**config.mk**
```make
export PLATFORM = sky130hd
export DESIGN_NAME = fetch_unit
export DESIGN_NICKNAME = d
export VERILOG_FILES = /design/src/rtl/fetch_unit.sv
export SDC_FILE = /design/constraint.sdc
export NUM_CORES = 1
export LEC_CHECK = 0
export ABC_AREA = 1
export CORE_UTILIZATION = 45
export DETAILED_ROUTE_END_ITERATION = 8
export GPL_TIMING_DRIVEN = 0
export PLACE_DENSITY = 0.68
export SETUP_SLACK_MARGIN = 0.02
export SLEW_MARGIN = 20
export SYNTH_ARGS = -nofsm -noshare
export SYNTH_HDL_FRONTEND = slang
export SYNTH_SLANG_ARGS = --single-unit
```
**constraint.sdc**
```tcl
create_clock -name clk -period 4.75 [get_ports clk]
set_input_delay 0.7125 -clock clk [delete_from_list [all_inputs] [get_ports clk]]
set_output_delay 0.7125 -clock clk [all_outputs]
set_load 0.01 [all_outputs]
```
**src/rtl/fetch_unit.sv**
```systemverilog
// Instruction-fetch front end: owns the PC, drives the combinational instruction
// memory, buffers fetched words in a small FIFO toward decode, and resolves redirects.
module fetch_unit #(
   parameter int unsigned       ADDR_W   = 32,
   parameter int unsigned       DEPTH    = 4,
   parameter logic [ADDR_W-1:0] RESET_PC = {ADDR_W{1'b0}}
) (
   input  logic              clk,
   input  logic              rst,
   output logic [ADDR_W-1:0] imem_addr,
   output logic              imem_en,
   input  logic [31:0]       imem_rdata,
   output logic              dec_valid,
   output logic [31:0]       dec_instr,
   output logic [ADDR_W-1:0] dec_pc4,
   input  logic              dec_ready,
   input  logic              redir_valid,
   input  logic [1:0]        redir_kind,
   input  logic [ADDR_W-1:0] redir_pc4,
   input  logic [15:0]       redir_imm,
   input  logic [25:0]       redir_idx,
   input  logic [ADDR_W-1:0] redir_reg,
   output logic [15:0]       redir_count
);

   localparam int unsigned       PTR_W    = $clog2(DEPTH);
   localparam int unsigned       CNT_W    = PTR_W + 1;
   localparam logic [ADDR_W-1:0] PC_STEP  = ADDR_W'(3'd4);
   localparam logic [ADDR_W-1:0] WORD_MSK = ~ADDR_W'(2'd3);
   localparam logic [CNT_W-1:0]  FULL_CNT = CNT_W'(DEPTH);

   logic [ADDR_W-1:0] pc_r;
   logic [PTR_W-1:0]  wr_ptr_r;
   logic [PTR_W-1:0]  rd_ptr_r;
   logic [CNT_W-1:0]  count_r;
   logic [15:0]       redir_count_r;
   logic [31:0]       instr_mem_r [DEPTH];
   logic [ADDR_W-1:0] pc4_mem_r   [DEPTH];

   logic              redir_accept_s;
   logic              pop_s;
   logic              fetch_s;
   logic [ADDR_W-1:0] pc_plus4_s;
   logic [ADDR_W-1:0] target_s;

   // Handshake decode: a redirect or reset suppresses fetching; a full FIFO fetches only if it is draining.
   always_comb begin
      redir_accept_s = redir_valid && (redir_kind != 2'd3) && !rst;
      pop_s          = (count_r != {CNT_W{1'b0}}) && dec_ready;
      fetch_s        = !rst && !redir_accept_s && ((count_r != FULL_CNT) || pop_s);
      pc_plus4_s     = pc_r + PC_STEP;
   end

   // Redirect target selection; the reserved kind never reaches the PC because it is not accepted.
   always_comb begin
      target_s = pc_r;
      case (redir_kind)
         2'd0:    target_s = redir_pc4 + {{(ADDR_W-18){redir_imm[15]}}, redir_imm, 2'b00};
         2'd1:    target_s = {redir_pc4[ADDR_W-1:28], redir_idx, 2'b00};
         2'd2:    target_s = redir_reg & WORD_MSK;
         default: target_s = pc_r;
      endcase
   end

   // PC, FIFO pointers/occupancy and the redirect counter; a redirect flushes and discards any pop.
   always_ff @(posedge clk) begin
      if (rst) begin
         pc_r          <= RESET_PC;
         wr_ptr_r      <= {PTR_W{1'b0}};
         rd_ptr_r      <= {PTR_W{1'b0}};
         count_r       <= {CNT_W{1'b0}};
         redir_count_r <= 16'd0;
      end else if (redir_accept_s) begin
         pc_r     <= target_s;
         wr_ptr_r <= {PTR_W{1'b0}};
         rd_ptr_r <= {PTR_W{1'b0}};
         count_r  <= {CNT_W{1'b0}};
         if (redir_count_r != 16'hFFFF) begin
            redir_count_r <= redir_count_r + 16'd1;
         end
      end else begin
         if (fetch_s) begin
            pc_r     <= pc_plus4_s;
            wr_ptr_r <= wr_ptr_r + PTR_W'(1'b1);
         end
         if (pop_s) begin
            rd_ptr_r <= rd_ptr_r + PTR_W'(1'b1);
         end
         case ({fetch_s, pop_s})
            2'b10:   count_r <= count_r + CNT_W'(1'b1);
            2'b01:   count_r <= count_r - CNT_W'(1'b1);
            default: count_r <= count_r;
         endcase
      end
   end

   // FIFO storage: payload needs no reset since occupancy gates its visibility.
   always_ff @(posedge clk) begin
      if (fetch_s) begin
         instr_mem_r[wr_ptr_r] <= imem_rdata;
         pc4_mem_r[wr_ptr_r]   <= pc_plus4_s;
      end
   end

   assign imem_addr   = pc_r;
   assign imem_en     = fetch_s;
   assign dec_valid   = (count_r != {CNT_W{1'b0}});
   assign dec_instr   = instr_mem_r[rd_ptr_r];
   assign dec_pc4     = pc4_mem_r[rd_ptr_r];
   assign redir_count = redir_count_r;

endmodule
```
# After elaboration in Yosys (flattened, before gate mapping)
# Memories as Yosys holds them, arrays and structs flattened. A register that Yosys moved wholly into a read port is not among the register bits.
# Index checks and enable logic that the tools add are counted.
# W data, S select, Z words.
dict set report op_classes {
  add_sub_neg 7
  mul 0
  n_div 0
  n_lt_le_gt_ge 0
  eq_ne 8
  n_shift 0
  n_mux 10
  bitwise_logic 0
  reduce_logical 15
}
# operator n
set ops {}
lappend ops {{$pmux W32 S3} 1}
lappend ops {{$mux W32} 2}
lappend ops {{$add A32 B3 Y32 const B} 1}
lappend ops {{$add A32 B32 Y32} 1}
lappend ops {{$add A16 B1 Y16 const B} 1}
lappend ops {{$ne A16 B16 Y1 const B} 1}
lappend ops {{$mux W2} 4}
lappend ops {{$pmux W3 S2} 1}
lappend ops {{$logic_and A1 B1 Y1} 5}
lappend ops {{$add A2 B1 Y2 const B} 2}
lappend ops {{$eq A2 B1 Y1 const B} 2}
lappend ops {{$eq A2 B2 Y1 const B} 2}
lappend ops {{$ne A4 B1 Y1 const B} 1}
lappend ops {{$reduce_and A2 Y1} 2}
lappend ops {{$reduce_bool A2 Y1} 2}
lappend ops {{$add A3 B1 Y3 const B} 1}
lappend ops {{$ne A3 B3 Y1 const B} 1}
lappend ops {{$reduce_bool A3 Y1} 1}
lappend ops {{$sub A3 B1 Y3 const B} 1}
lappend ops {{$logic_not A1 Y1} 2}
lappend ops {{$logic_not A2 Y1} 1}
lappend ops {{$mux W1} 2}
lappend ops {{$ne A2 B2 Y1 const B} 1}
lappend ops {{$reduce_or A2 Y1} 1}
lappend ops {{$logic_or A1 B1 Y1} 1}
dict set report totals {
  register_bits 55
  latchBits 0
  ramBits 256
  romBits 0
  inputBits 144
  out_inout_bits 114
  word_cells 47
  mem_count 2
}
# memory depth width rd rd_clocked_by_memory_dff write_ports line
set memory_table {}
lappend memory_table {instr_mem_r 4 32 1 1 1 37} ;# logic [31:0] instr_mem_r [DEPTH];
lappend memory_table {pc4_mem_r 4 32 1 1 1 38} ;# logic [ADDR_W-1:0] pc4_mem_r [DEPTH];

# Depth between registers and ports, before layout
# Gate-level depths: netlist (run 1).
dict set report depth {
  ltp_word 8
  depth_mapped 16
  depth_no_buf 16
}

# Least setup slack after synthesis (run 1)
# Ideal clock, no wire load.
dict set report synth_timing {
  path_type {in2reg}
  from {input redir_kind[0]}
  to {memory instr_mem_r[0][0], enable pin}
  setup_time_ps 486
  arrival_time_ps 4179
  required_time_ps 4264
  slack_ps 85
  cell_stages 7
  path_buffers 0
  cell_sequence {ha_1 -> inv_1 -> a21oi_2 -> inv_1 -> nor2_2 -> inv_2 -> nor2_1}
}
dict set report synth_via {
  elab_chain_len 8
}
# element line
set synth_rtl {}
lappend synth_rtl {{start: declaration} 18} ;# input logic [1:0] redir_kind,
lappend synth_rtl {{$ne A2 B2 Y1} 48} ;# redir_accept_s = redir_valid && (redir_kind != 2'd3) && !rst;
lappend synth_rtl {{$logic_and A1 B1 Y1 (2 in series)} 48}
lappend synth_rtl {{$logic_not A1 Y1} 50} ;# fetch_s = !rst && !redir_accept_s && ((count_r != FULL_CNT) || pop_s);
lappend synth_rtl {{$logic_and A1 B1 Y1 (2 in series)} 50}
lappend synth_rtl {{via imem_en} 11} ;# output logic imem_en,
lappend synth_rtl {{$mux W1} 99} ;# if (fetch_s) begin
lappend synth_rtl {{$mux W1 (implied by the code)} 100} ;# instr_mem_r[wr_ptr_r] <= imem_rdata;
lappend synth_rtl {{end: declaration} 37}
# The timed path passes the listed nets, and every way through them passes these cells.

==> results.toml, run 1 <==
[floorplan]
initial_core_util_pct = 46.1
placement_rows = 67
design.die.area_sq_um = 35300
core_region_area_sq_um = 33800
die_width_um = 188
ios = 258
chipHeight_um = 188

[logic_synthesis]
postSynthRegisterBits = 313
post_synth_instance_area_sq_um = 15600
synth_nets = 1864
post-synth-top-count-cell = "nand2_1"
synth_cells = 1679
synth_async_sr_flop_share_pct = 0
post_synth_edffs = 256
dominantRegCellSynth = "edfxtp_1"
syn-mean-instance-area_sq_um = 9.27
ys_seq_area_share_pct = 56.7
synth_top_cell_area_share_pct = 49.4
netlist-cell-type-count = 49
synthTopCellsByArea = "edfxtp_1 49%, nand2_1 7.7%, dfxtp_1 7.3%"
synth.cells.most_frequent = "319 x nand2_1, 256 x edfxtp_1, 201 x nor2_1, 167 x o21ai_0, 160 x inv_1"
synth.largest_area_cell = "edfxtp_1"
synth_warnings = 0

[timing]
slew_headroom_pct = 48.2
finalHoldViolCount = 0
period_share_pct = 83.0
min_period_ns = 3.94
worst_setup_skew_after_layout_ns = 0.0190
setup_ws_post_layout_ns = 0.810
max_slew.worst_pin.slew_ns = 0.775
maxSlewViolCount = 0
max_freq_ghz = 0.254
rsz0062_at_grt = "false"
setup_viol = 0

[route]
detail_route.wirelength_um = 45900
vias_per_cell = 5.29
dr_total_vias = 13000
drcViolationCount = 0
first_drt_pass_iteration_count = 5
final_antenna_violating_net_count = 0
drt-initial-drc-count = 848
wire_length_per_cell_um = 18.7

[clocking]
cts_buffer_depth = 3
clock_insertion_delay_worst_skew_ns = 0.57
tritoncts = "built"
clock_sink_count = 313
clk_pin_slew_ns = 0.06
clock_tree.root_cell = "clkbuf_16"
post-cts-setup-buffer-count = 0
cts-hold-fix-buffers = 0
cts_resized = 0
cts-htree-levels = 1
cts_buffers = 31

[placed_design]
detailedPlacementHpwl_um = 34900
gpl.final_weighted_congestion = 0.990
placement.cell_area_sq_um = 19000
placement.io_buffers = 255
placement.setup.worst_slack_ns = 1.02
placed_cells_incl_taps = 2394

[pwr]
ir_drop_mv = 0.270
power.density_cell_area_nw_per_um2 = 332
power.static_leakage_nw = 7.66

[global_routing]
globalRouteMet2Util_pct = 45.4
first_global_vias = 12900
grt.overflow.total = 0
met1_usage_pct = 31.6
grt_start_max_net_pins = 24
antenna_found_initial = 0
grt-busiest-layer = "met2"
grt_first_pass_wirelength_um = 70500
globalRouteTotalUtil_pct = 25.8
globalRouteMet3Util_pct = 3.76

[worst_setup_path]
setup.worst_path.end_class = "output port"
path_class = "flop to output port"
worst_ep_arrival_time_ns = 3.23
critPathMaxFanout = 10
setup.worst_path.start_class = "flop"
worst-endpoint-required_ns = 4.04

[run_status]
run_status = "completed"

[cells_and_area]
layout.cell_area.non_filler_sq_um = 20000
flow.area_growth_from_synthesis_pct = 28.4
number_of_antenna_cells_inserted = 0
layout.cells.non_filler = 2452
nNetsFinal = 2164
drive_gt1_share_pct = 5.49

[job]
drv.max_cap_violation_count = 0

[min_path]
timing.hold.worst.class = "flop to flop"
power by group:
part | switching [mW] | internal (mW)
Sequential | 0.0584 | 3.09
Clock | 0.981 | 1.41
Combinational | 0.634 | 0.472
cells in the final DEF, fill, tap and decap left out, drive strengths merged:
| cell | n |
|---|---|
| o22ai | 64 |
| clkinv | 10 |
| o21a | 3 |
| nor2 | 211 |
| a21o | 1 |
| xnor2 | 10 |
| nor4 | 4 |
| a221o | 6 |
| nor3 | 19 |
| a31oi | 5 |
| nor3b | 2 |
| a211oi | 2 |
| edfxtp | 256 |
| inv | 170 |
| nand3b | 4 |
| dfxtp | 57 |
| clkbuf | 108 |
| a221oi | 2 |
| o211ai | 1 |
| or2 | 8 |
| a31o | 2 |
| clkdlybuf4s50 | 255 |
| nand2 | 324 |
| a22o | 19 |
| a21oi | 102 |
| and2 | 2 |
| buf | 21 |
| nand4 | 10 |
| fa | 2 |
| and3 | 1 |
| xor2 | 21 |
| ha | 39 |
| o21bai | 3 |
| o21ai | 180 |
| nand3 | 77 |
| bufinv | 3 |
layout make-up:
class	instances	area (sq um)
Buffer	71	285
Clock buffer	46	862
Timing Repair Buffer	267	2840
Multi-Input combinational cell	1124	5840
Fill cell	2842	13800
Sequential cell	313	8830
Clock inverter	12	136
Tap cell	448	561
Inverter	171	642
routing by layer:
layer	part of all wire, %	wire (um)	up-vias
li1	-	-	6401
met1	40	18600	6041
met2	50	22700	429
met3	6.2	2830	90
met4	3.8	1760	0
met5	0	0	-
critical path: stages (launching register included):
cell and delay (ns):
dfxtp_1 0.39, clkbuf_1 0.42, clkbuf_1 0.41, clkbuf_1 0.46
nor2_1 0.10, o22ai_1 0.28, clkdlybuf4s50_1 0.60
sequential cells by signal, indices dropped and copies added, names as in the netlist, named ones only:
| signal | flops |
|---|---|
| imem_addr | 32 |
| wr_ptr_r | 2 |
| pc4_mem_r | 128 |
| redir_count | 16 |
| rd_ptr_r | 2 |
| instr_mem_r | 128 |
| count_r | 3 |
path summary, 6_finish.rpt:
check / from / end / slack, ns / cells past startpoint
worst min register to register: rd_ptr_r[1]$_SDFFE_PN0P_ / rd_ptr_r[1]$_SDFFE_PN0P_ / 0.48 / 2
worst max register to register: count_r[2]$_SDFFE_PN0P_ / instr_mem_r[3][2]$_DFFE_PP_ / 2.33 / 10
worst max-delay path: flop / dec_pc4[21] / 0.81 / 6
worst min-delay path: rd_ptr_r[1]$_SDFFE_PN0P_ / rd_ptr_r[1]$_SDFFE_PN0P_ / 0.48 / 2
through the flow:
step                      util, %  TNS [ns]  total power [mW]  hold slack (ns)
after CTS                    59.2         0              6.69            0.481
after global placement       55.3   -677.88              4.28            0.451
final                        59.2         0              6.65            0.484
after global routing         59.2         0              6.91            0.514
after detailed placement     56.2         0              4.31            0.473
after floorplan                 -         0              3.75            0.433
cell families (layout without fill, tap and decap cells):
group,count (synthesis),in the layout,synth area share [%]
buffers and inverters,242,567,5.96
AND/OR/NAND/NOR,662,662,18.0
XOR/XNOR,31,31,1.74
adder cells (fa/ha/maj),41,41,3.39
AO/OA/AOI/OAI,390,390,14.2
flip-flops,313,313,56.7
Power figures use the tool's default switching activity.
==> run 2: changes to the inputs <==
--- a/config.mk
+++ b/config.mk
@@ -9,7 +9,7 @@
 export CORE_UTILIZATION = 45
 export DETAILED_ROUTE_END_ITERATION = 8
 export GPL_TIMING_DRIVEN = 0
-export PLACE_DENSITY = 0.68
+export PLACE_DENSITY = 0.65
 export SETUP_SLACK_MARGIN = 0.02
 export SLEW_MARGIN = 20
 export SYNTH_ARGS = -nofsm -noshare
==> constraint.sdc (replaced) <==
create_clock -name clk -period 3.65 [get_ports clk]
set_input_delay 0.5475 -clock clk [delete_from_list [all_inputs] [get_ports clk]]
set_output_delay 0.5475 -clock clk [all_outputs]
set_load 0.01 [all_outputs]
==> run 2 against run 1 <==
Against the previous run:
- clock power is 29% higher
- critical path depth is 1 lower
- first-iteration DRC count is 1.5% lower
- combinational power is 29% higher
- core utilization is 0.082 points lower
- register-to-register slack worse by 1.0 ns
- cell count is 0.12% lower
- wire length is 0.59% lower
- largest cell class unchanged
- worst hold slack better by 0.0076 ns
- total power is 30% higher
- clock-buffer cell count is 4 lower
==> results.toml, run 2 (synthesized netlist as in run 1, its figures left out) <==
[run_status]
run_status = "completed"

[placed_design]
placed_cells_incl_taps = 2393
detailedPlacementHpwl_um = 34600
placement.setup.worst_slack_ns = 0.226
placement.io_buffers = 255
gpl.final_weighted_congestion = 0.965

[floorplan]
chipHeight_um = 188
die_width_um = 188
initial_core_util_pct = 46.1
core_region_area_sq_um = 33800
design.die.area_sq_um = 35300
ios = 258
placement_rows = 67

[min_path]
hp-start = "redir_count[8]$_SDFFE_PP0P_"
timing.hold.worst.class = "flop to flop"
min_delay_worst_endpoint = "redir_count[8]$_SDFFE_PP0P_"
min_delay_path_depth = 2

[timing]
slew_headroom_pct = 48.5
period_share_pct = 94.7
setup_ws_post_layout_ns = 0.193
total_negative_setup_slack_ns = 0
min_period_ns = 3.46
max_slew.worst_pin.slew_ns = 0.771
max_freq_ghz = 0.289
maxSlewViolCount = 0
rsz0062_at_grt = "false"
finalHoldViolCount = 0
setup_viol = 0
worst_setup_skew_after_layout_ns = 0.0136

[worst_setup_path]
worstPathCellList = "clkbuf_1 -> clkbuf_1 -> o21ai_0 -> o22ai_1 -> clkdlybuf4s50_1"
worst_ep_arrival_time_ns = 2.91
critical_path.max_stage_delay_ns = 0.60
critPathMaxFanout = 10
cpMaxStageDelayCell = "clkdlybuf4s50_1"
worst_r2r_startpoint = "count_r[1]$_SDFFE_PN0P_"
reg2reg_setup_slack_ns = 1.30
setup.worst_path.start_class = "flop"
worst-endpoint-required_ns = 3.10
cells_on_worst_reg2reg_path = 10
cp_top_delay_family = "buffers and inverters"
worst-path-buf-inv = 3
path_class = "flop to output port"
setup.worst_path.end_class = "output port"
regToRegEndpoint = "instr_mem_r[1][0]$_DFFE_PP_"
critical-path-top-cell-by-count = "clkbuf_1"

[pwr]
p_clk_share_pct = 35.7
p_comb_share_pct = 16.6
pwr_total_mw = 8.61
share_seq_of_total_power_pct = 47.6
power.static_leakage_nw = 7.67
p_sw_share_pct = 25.4
power.density_cell_area_nw_per_um2 = 431
ir_drop_mv = 0.320
internal_power_mw = 6.42
power_switching_mw = 2.19

[global_routing]
grt_start_max_net_pins = 24
grt_first_pass_wirelength_um = 70400
antenna_found_initial = 0
globalRouteTotalUtil_pct = 25.7
first_global_vias = 12800
grt.overflow.total = 0

[clocking]
clock_tree.root_cell = "clkbuf_16"
cts_buffers = 31
cts-hold-fix-buffers = 0
cts_buffer_depth = 3
cts-htree-levels = 1
clock_insertion_delay_worst_skew_ns = 0.56
clock_sink_count = 313
tritoncts = "built"
clk_pin_slew_ns = 0.06

[cells_and_area]
layout.cells.most_common = "nand2_1"
fillers = 2944
number_of_antenna_cells_inserted = 0
nNetsFinal = 2162
layout.cells.non_filler = 2449
flow.area_growth_from_synthesis_pct = 28.3
layout.cells.most_common_list = "319 x nand2_1, 256 x edfxtp_1, 255 x clkdlybuf4s50_1, 197 x nor2_1, 167 x o21ai_0"
final_util_pct = 59.1
drive_gt1_share_pct = 5.95

[route]
drcViolationCount = 0
wire_length_per_cell_um = 18.6
vias_per_cell = 5.31
drt-initial-drc-count = 835
final_antenna_violating_net_count = 0
first_drt_pass_iteration_count = 5
dr_total_vias = 13000
detail_route.wirelength_um = 45600

[job]
drv.max_cap_violation_count = 0
## run 2: changes by cell type in the layout (fill, tap and decap cells not counted)
cell,change
clkbuf_8,-3
clkinv_1,-1
clkbuf_2,+9
buf_12,-1
clkbuf_1,-11
clkinv_2,+2
clkinvlp_4,+1
clkinv_8,+1
## run 2: worst reg2reg max path: stages (launching register included)
cell	delay [ns]
dfxtp_1	0.35
nor2_1	0.07
nand2_1	0.08
nand2_1	0.09
nand3_1	0.12
inv_2	0.07
nor2_2	0.16
inv_2	0.14
nor2_4	0.55
buf_16	0.25
buf_16	0.19
## run 2: cell type report
type,count,area (sq um),share of cell area [%]
Buffer,70,293,1.47
Sequential cell,313,8830,44.2
Clock buffer,42,817,4.09
Clock inverter,15,166,0.834
Multi-Input combinational cell,1124,5840,29.2
Tap cell,448,561,2.81
Timing Repair Buffer,266,2820,14.1
Inverter,171,642,3.22
## run 2: stage by stage
| step | cell area [sq um] | hold slack [ns] |
|---|---|---|
| after detailed placement | 19000 | 0.481 |
| after global routing | 20000 | 0.511 |
| after global placement | 18700 | 0.468 |
| after floorplan | 15600 | 0.433 |
| final | 20000 | 0.491 |
| after CTS | 20000 | 0.491 |
## run 2: routing by layer
metal  routed length (um)  up-vias  global-route usage (%)
met4                 1320        0                    7.88
met3                 2640       73                    3.37
met1                18700     6116                    31.8
met2                22900      417                    46.3
met5                    0        -                       0
li1                     -     6395                       -
## run 2: how the worst max path moves through the flow
| stage | start | to | slack (ns) | depth (start not counted) |
|---|---|---|---|---|
| floorplan | redir_kind[0] | instr_mem_r[0][0]$_DFFE_PP_ | -0.85 | 7 |
| global placement | redir_kind[0] | instr_mem_r[0][3]$_DFFE_PP_ | -3.60 | 8 |
| detailed placement | redir_imm[15] | imem_addr[29]$_SDFFE_PP0P_ | 0.23 | 13 |
| CTS | flop | dec_pc4[13] | 0.02 | 6 |
| global route | flop | dec_pc4[9] | 0.03 | 5 |
| finish | flop | dec_pc4[13] | 0.19 | 5 |
## run 2: power by group through the flow
stage               clock network [mW]  logic [mW]  registers [mW]
global route                      3.27        1.57            4.11
CTS                               3.12        1.44            4.10
finish                            3.08        1.43            4.10
global placement                     0        1.37            4.19
detailed placement                   0        1.43            4.17
floorplan                            0       0.706            4.17
## run 2: repair_timing
item                                    in CTS  in global routing
endpoints found under the setup margin      55                 23
setup buffers                                0                  0
resized for setup                            8                  2
